File: src/rtl/add_slice_seq_if.sv
// ----------------------------------------------------------------------------
// add_slice_seq_if
//   Operand/result bundle for the slice-sequenced wide adder.
//   master : operand source + result consumer (drives in_valid, x1, x2, cin,
//            out_ready; observes in_ready, out_valid, s, cout, skip_cnt, busy)
//   slave  : the adder itself (the mirror image of master)
// Parameters:
//   WIDTH  operand / sum width in bits
//   CNTW   width of the skip counter
// ----------------------------------------------------------------------------
interface add_slice_seq_if #(
  parameter int WIDTH = 64,
  parameter int CNTW  = 3
);
  logic             in_valid;
  logic             in_ready;
  logic [WIDTH-1:0] x1;
  logic [WIDTH-1:0] x2;
  logic             cin;
  logic             out_valid;
  logic             out_ready;
  logic [WIDTH-1:0] s;
  logic             cout;
  logic [CNTW-1:0]  skip_cnt;
  logic             busy;

  modport master (
    output in_valid, x1, x2, cin, out_ready,
    input  in_ready, out_valid, s, cout, skip_cnt, busy
  );

  modport slave (
    input  in_valid, x1, x2, cin, out_ready,
    output in_ready, out_valid, s, cout, skip_cnt, busy
  );
endinterface

File: src/rtl/add_slice_seq.sv
// ----------------------------------------------------------------------------
// add_slice_seq
//   Multi-cycle wide adder. One SLICE-bit carry-skip slice is reused over
//   NSLICE = WIDTH/SLICE cycles; the carry is carried between slices in a
//   register, and a slice whose group-propagate is all ones passes its
//   carry-in straight through (counted in skip_cnt).
// Ports:
//   clk   rising-edge clock
//   rst   asynchronous, active-high reset
//   bus   add_slice_seq_if.slave: in_valid/in_ready + x1, x2, cin operand
//         handshake; out_valid/out_ready + s, cout, skip_cnt result
//         handshake; busy is high while an operation is in flight or held.
// Parameters:
//   WIDTH  operand width (integer multiple of SLICE)
//   SLICE  slice width processed per cycle
//   CNTW   slice index / skip counter width (2**CNTW > NSLICE)
// ----------------------------------------------------------------------------
module add_slice_seq #(
  parameter int WIDTH = 64,
  parameter int SLICE = 16,
  parameter int CNTW  = 3
) (
  input  logic          clk,
  input  logic          rst,
  add_slice_seq_if.slave bus
);

  localparam int NSLICE = WIDTH / SLICE;

  typedef enum logic [1:0] {
    IDLE = 2'd0,
    RUN  = 2'd1,
    DONE = 2'd2
  } state_t;

  state_t           state_q, state_d;
  logic [WIDTH-1:0] a_q, a_d;
  logic [WIDTH-1:0] b_q, b_d;
  logic [WIDTH-1:0] s_q, s_d;
  logic             carry_q, carry_d;
  logic             cout_q, cout_d;
  logic [CNTW-1:0]  idx_q, idx_d;
  logic [CNTW-1:0]  skip_q, skip_d;

  // Shared slice datapath, operating on slice idx_q.
  logic [SLICE-1:0] a_k, b_k;
  logic [SLICE:0]   sum_ext;
  logic             gp;
  logic             carry_next;
  logic             last_slice;

  always_comb begin
    a_k        = a_q[idx_q*SLICE +: SLICE];
    b_k        = b_q[idx_q*SLICE +: SLICE];
    sum_ext    = {1'b0, a_k} + {1'b0, b_k} + {{SLICE{1'b0}}, carry_q};
    gp         = &(a_k ^ b_k);
    // When every bit propagates, the ripple carry-out equals the carry-in;
    // the skip path is taken architecturally so it can be counted.
    carry_next = gp ? carry_q : sum_ext[SLICE];
    last_slice = (idx_q == CNTW'(NSLICE - 1));
  end

  always_comb begin
    // NOTE: every _d signal takes its hold value first, so no path through
    // the case statement can leave one unassigned and infer a latch.
    state_d = state_q;
    a_d     = a_q;
    b_d     = b_q;
    s_d     = s_q;
    carry_d = carry_q;
    cout_d  = cout_q;
    idx_d   = idx_q;
    skip_d  = skip_q;

    case (state_q)
      IDLE: begin
        if (bus.in_valid) begin
          a_d     = bus.x1;
          b_d     = bus.x2;
          carry_d = bus.cin;
          idx_d   = '0;
          s_d     = '0;
          skip_d  = '0;
          state_d = RUN;
        end
      end

      RUN: begin
        s_d[idx_q*SLICE +: SLICE] = sum_ext[SLICE-1:0];
        skip_d  = skip_q + CNTW'(gp);
        carry_d = carry_next;
        if (last_slice) begin
          cout_d  = carry_next;
          state_d = DONE;
        end else begin
          idx_d = idx_q + CNTW'(1);
        end
      end

      DONE: begin
        // A new operand can only be taken once back in IDLE, so a result
        // handshake and a pending in_valid never overlap.
        if (bus.out_ready) state_d = IDLE;
      end

      default: state_d = IDLE;
    endcase
  end

  // NOTE: sequential state uses non-blocking assignments so every register
  // samples the pre-edge values regardless of statement order.
  always_ff @(posedge clk or posedge rst) begin
    if (rst) begin
      state_q <= IDLE;
      a_q     <= '0;
      b_q     <= '0;
      s_q     <= '0;
      carry_q <= 1'b0;
      cout_q  <= 1'b0;
      idx_q   <= '0;
      skip_q  <= '0;
    end else begin
      state_q <= state_d;
      a_q     <= a_d;
      b_q     <= b_d;
      s_q     <= s_d;
      carry_q <= carry_d;
      cout_q  <= cout_d;
      idx_q   <= idx_d;
      skip_q  <= skip_d;
    end
  end

  assign bus.in_ready  = (state_q == IDLE);
  assign bus.out_valid = (state_q == DONE);
  assign bus.busy      = (state_q != IDLE);
  assign bus.s         = s_q;
  assign bus.cout      = cout_q;
  assign bus.skip_cnt  = skip_q;

endmodule

File: src/flat_wrapper.sv
// flat-port wrapper written by rule: the top's interface ports become plain ports
module add_slice_seq_flat 
#(
  parameter int WIDTH = 64,
  parameter int SLICE = 16,
  parameter int CNTW  = 3
)
  (clk, rst, bus_in_valid, bus_x1, bus_x2, bus_cin, bus_out_ready, bus_in_ready, bus_out_valid, bus_s, bus_cout, bus_skip_cnt, bus_busy);
  add_slice_seq_if #(.WIDTH(WIDTH), .CNTW(CNTW)) bus_i ();
  input  logic clk;
  input  logic rst;
  input wire logic [$bits(bus_i.in_valid)-1:0] bus_in_valid;
  input wire logic [$bits(bus_i.x1)-1:0] bus_x1;
  input wire logic [$bits(bus_i.x2)-1:0] bus_x2;
  input wire logic [$bits(bus_i.cin)-1:0] bus_cin;
  input wire logic [$bits(bus_i.out_ready)-1:0] bus_out_ready;
  output wire logic [$bits(bus_i.in_ready)-1:0] bus_in_ready;
  output wire logic [$bits(bus_i.out_valid)-1:0] bus_out_valid;
  output wire logic [$bits(bus_i.s)-1:0] bus_s;
  output wire logic [$bits(bus_i.cout)-1:0] bus_cout;
  output wire logic [$bits(bus_i.skip_cnt)-1:0] bus_skip_cnt;
  output wire logic [$bits(bus_i.busy)-1:0] bus_busy;
  assign bus_i.in_valid = bus_in_valid;
  assign bus_i.x1 = bus_x1;
  assign bus_i.x2 = bus_x2;
  assign bus_i.cin = bus_cin;
  assign bus_i.out_ready = bus_out_ready;
  assign bus_in_ready = bus_i.in_ready;
  assign bus_out_valid = bus_i.out_valid;
  assign bus_s = bus_i.s;
  assign bus_cout = bus_i.cout;
  assign bus_skip_cnt = bus_i.skip_cnt;
  assign bus_busy = bus_i.busy;
  add_slice_seq #(.WIDTH(WIDTH), .SLICE(SLICE), .CNTW(CNTW)) u_core (.clk(clk), .rst(rst), .bus(bus_i));
endmodule
File: config.mk
export PLATFORM = sky130hd
export DESIGN_NAME = add_slice_seq_flat
export DESIGN_NICKNAME = d
export VERILOG_FILES = /design/src/rtl/add_slice_seq_if.sv /design/src/rtl/add_slice_seq.sv /design/src/flat_wrapper.sv
export SDC_FILE = /design/constraint.sdc
export NUM_CORES = 1
export LEC_CHECK = 0
export ABC_AREA = 1
export CORE_MARGIN = 10
export CORE_UTILIZATION = 47
export DETAILED_ROUTE_END_ITERATION = 8
export GPL_ROUTABILITY_DRIVEN = 0
export HOLD_SLACK_MARGIN = 0.08
export PLACE_DENSITY_LB_ADDON = 0.05
export SYNTH_ARGS = -nofsm -noshare
export SYNTH_HDL_FRONTEND = slang
export SYNTH_SLANG_ARGS = --single-unit
export TNS_END_PERCENT = 1
File: constraint.sdc
create_clock -name clk -period 7.35 [get_ports clk]
set_clock_uncertainty 0.05 [all_clocks]
set_input_delay 1.47 -clock clk [delete_from_list [all_inputs] [get_ports clk]]
set_output_delay 1.47 -clock clk [all_outputs]
set_load 0.01 [all_outputs]
==> results.toml <==
[floorplanning]
dieArea_um2 = 27550
io_pins = 204
row_count = 53
die_y_um = 166.0
core_area_um2 = 21020
die_width_um = 166.0
initial_core_util_pct = 47.64

[detailed_routing]
routed.top_layer = "met4"
ant_nets = 0
drt-met1-wl_um = 13060
via_count = 8734
drtPass1Iterations = 5
routedWlPerCell_um = 16.84
viasPerCell = 5.054
drc_errors = 0
wl_um = 29110
wl_met2_um = 13410
wl_met3_um = 2071
initialDrtViolationCount = 632

[pwr]
pwr-share-seq_pct = 28.3
pwr-share-comb_pct = 54.8
p_leak_nw = 6.322
pwr-share-clk_pct = 16.9
cellPowerDensity_nw_per_um2 = 494.7
internal-power_mw = 3.322
power_mw = 6.342
p_switching_mw = 3.020
vdd_drop_max_v = 0.0002533
sw_frac_of_total_pct = 47.62

[timing]
worst_slack_ns = 3.194
slew_viol_final = 0
rsz0062_at_grt = "no"
min_period_over_period_pct = 56.55
fmax_ghz = 0.2406
fin_crit_ns = 4.156
tightest_slew_ns = 1.017
tns_ns = 0
setup_violations = 0
hold_violations = 0
slew_headroom_pct = 32.18

[cells_and_area]
drive_gt1_share_pct = 3.923
area_delta_synth_final_pct = 28.02
nNetsFinal = 1599
n_antenna_cell = 0
final_cell_count_no_fill = 1728

[worst_setup_path]
reg2reg_slack_ns = 3.19
end_kind = "register"
worst-path-max-fanout = 86
startpoint = "u_core.idx_q[0]"
rr_worst_depth = 15
arrival_ns = 4.54
timing.setup.critical_path_class = "register to register"
timing.rr.end = "u_core.bus.skip_cnt[2]"
cp.required_ns = 7.73
r2r_start = "u_core.idx_q[0]"
start_kind = "register"

[logic_synthesis]
synth-async-reset-ratio_pct = 100.0
ys_types = 34
synth_edf_count = 0
synth_seq_area_share_pct = 50.47
yosys_warnings = 0
synth_cells = 1273
syn_area_per_cell_um2 = 7.867
yosysMostFrequentCell = "nand2_1"
synth_top_area_cell = "dfrtp_1"
synthTopCellsByCount = "nand2_1, dfrtp_1, inv_1, o21ai_0, a21oi_1"
syn-cell-area_um2 = 10010
synth_top_area_share_pct = 50.47
yosys_register_bits = 202
ys_top_cells_by_area = "dfrtp_1, nand2_1, o21ai_0, inv_1, a21oi_1"
synth_ff_type = "dfrtp_1"
syn_nets = 1433

[clock_network]
cts_hold_buf = 0
clk_latency_ns = 0.51
cts_tree = "built"
cts.sinks = 202
ctsRootBufferMaster = "clkbuf_16"
cts_buffer_depth = 3
post_cts_resized = 0
cts_made_buffers = 22
h-tree-depth = 1
cts_setup_buffers = 0
clk_pin_slew_worst_paths_ns = 0.06

[grt]
grt_start_max_net_pins = 146
grt_pass1_wl_um = 47240
grt_pass1_vias = 8792
antenna_found_initial = 0
grt-ovfl-total = 0
grt_util_all_layers_pct = 20.62

[place]
dp.cells = 1690
dp_hpwl_um = 20840
port_buffers = 203
pre_cts_slack_ns = 3.228

[worst_hold_path]
hold_class = "register to register"
min_to = "u_core.a_q[63]"
min_from = "u_core.a_q[63]"
holdPathStages = 2

[run]
drv_cap = 0

[outcome]
outcome = "finished clean"
-- state kept, by name, summed over array words and instances (netlist names) --
signal               cells
u_core.a_q              64
u_core.b_q              64
u_core.bus.s            64
u_core.bus.skip_cnt      3
u_core.idx_q             3
u_core.state_q           2
u_core.bus.cout          1
u_core.carry_q           1
-- critical path, stage by stage (launching register included) --
cell      delay, ns
dfrtp_4        0.87
buf_4          0.74
nand2_1        0.13
o211ai_1       0.14
a21oi_1        0.16
ha_1           0.43
nand2_1        0.12
inv_1          0.09
nand3_1        0.15
nor3b_1        0.39
ha_1           0.22
ha_1           0.13
inv_1          0.04
nor2_1         0.12
o21ai_0        0.09
a21oi_1        0.16
-- per-layer routing --
metal,vias to the layer above,global-route usage (%)
met3,39,4.614
met1,4057,27.51
li1,4373,-
met2,265,33.20
met5,-,0
met4,0,5.200
-- worst max path at each step --
| stage | to | slack (ns) | depth (start not counted) |
|---|---|---|---|
| floorplan | u_core.a_q[0] | 0.32 | 1 |
| global placement | u_core.bus.skip_cnt[2] | 3.31 | 14 |
| detailed placement | u_core.bus.skip_cnt[2] | 3.23 | 15 |
| CTS | u_core.bus.skip_cnt[2] | 3.20 | 15 |
| global route | u_core.bus.skip_cnt[2] | 2.74 | 15 |
| finish | u_core.bus.skip_cnt[2] | 3.19 | 15 |
-- placed cells by master (no fill, tap or decap), types with 2 or more instances in the layout --
cell,n
nor2_1,50
nand4_1,17
clkinv_2,2
nor3_1,3
buf_4,6
fa_1,2
a21oi_1,65
nor3_4,2
inv_2,4
nand3_1,30
clkbuf_8,7
xor2_1,3
inv_1,112
o21ai_1,10
nand2_1,521
nand2_2,2
xnor2_1,4
clkdlybuf4s50_1,203
inv_4,2
dfrtp_1,200
clkbuf_1,6
clkbuf_16,23
nor2_2,2
a22o_1,10
ha_1,25
o21ai_0,101
o211ai_1,30
-- through the flow --
step                      hold slack, ns  cell area (um2)  util (%)
after floorplan                   0.3936            10010         -
after global placement            0.4071            12120     57.64
after detailed placement          0.4101            12120     57.64
after CTS                         0.4258            12820     60.99
after global routing              0.4435            12820     60.99
final                             0.4222            12820     60.99
-- cell families (layout without fill, tap and decap cells) --
logic type / count (synthesis) / in the layout / share of synthesized area (%)
DFF: 202 / 202 / 50.47
AOI/OAI and AO/OA: 219 / 219 / 12.31
and+or+nand+nor: 632 / 632 / 25.26
adders and majority gates: 27 / 27 / 3.523
xor gates and xnor gates: 7 / 7 / 0.6122
buffers and inverters: 186 / 366 / 7.821
-- power by group through the flow --
stage / combinational, mW / clock, mW / sequential, mW
floorplan: 2.42 / 0 / 1.72
global placement: 3.38 / 0 / 1.80
detailed placement: 3.43 / 0 / 1.80
CTS: 3.46 / 1.09 / 1.79
global route: 3.89 / 1.14 / 1.84
finish: 3.48 / 1.07 / 1.79
-- area by class of cell --
cell class / count / area [um2]
tap: 275 / 344.1
multi-input combinational: 885 / 4177
fill: 1981 / 8200
timing repair buffer: 209 / 2077
inverter: 119 / 459.2
sequential: 202 / 5060
clock buffer: 36 / 694.4
clock inverter: 2 / 10.01
Note: power is estimated with default switching activity, not from simulation.
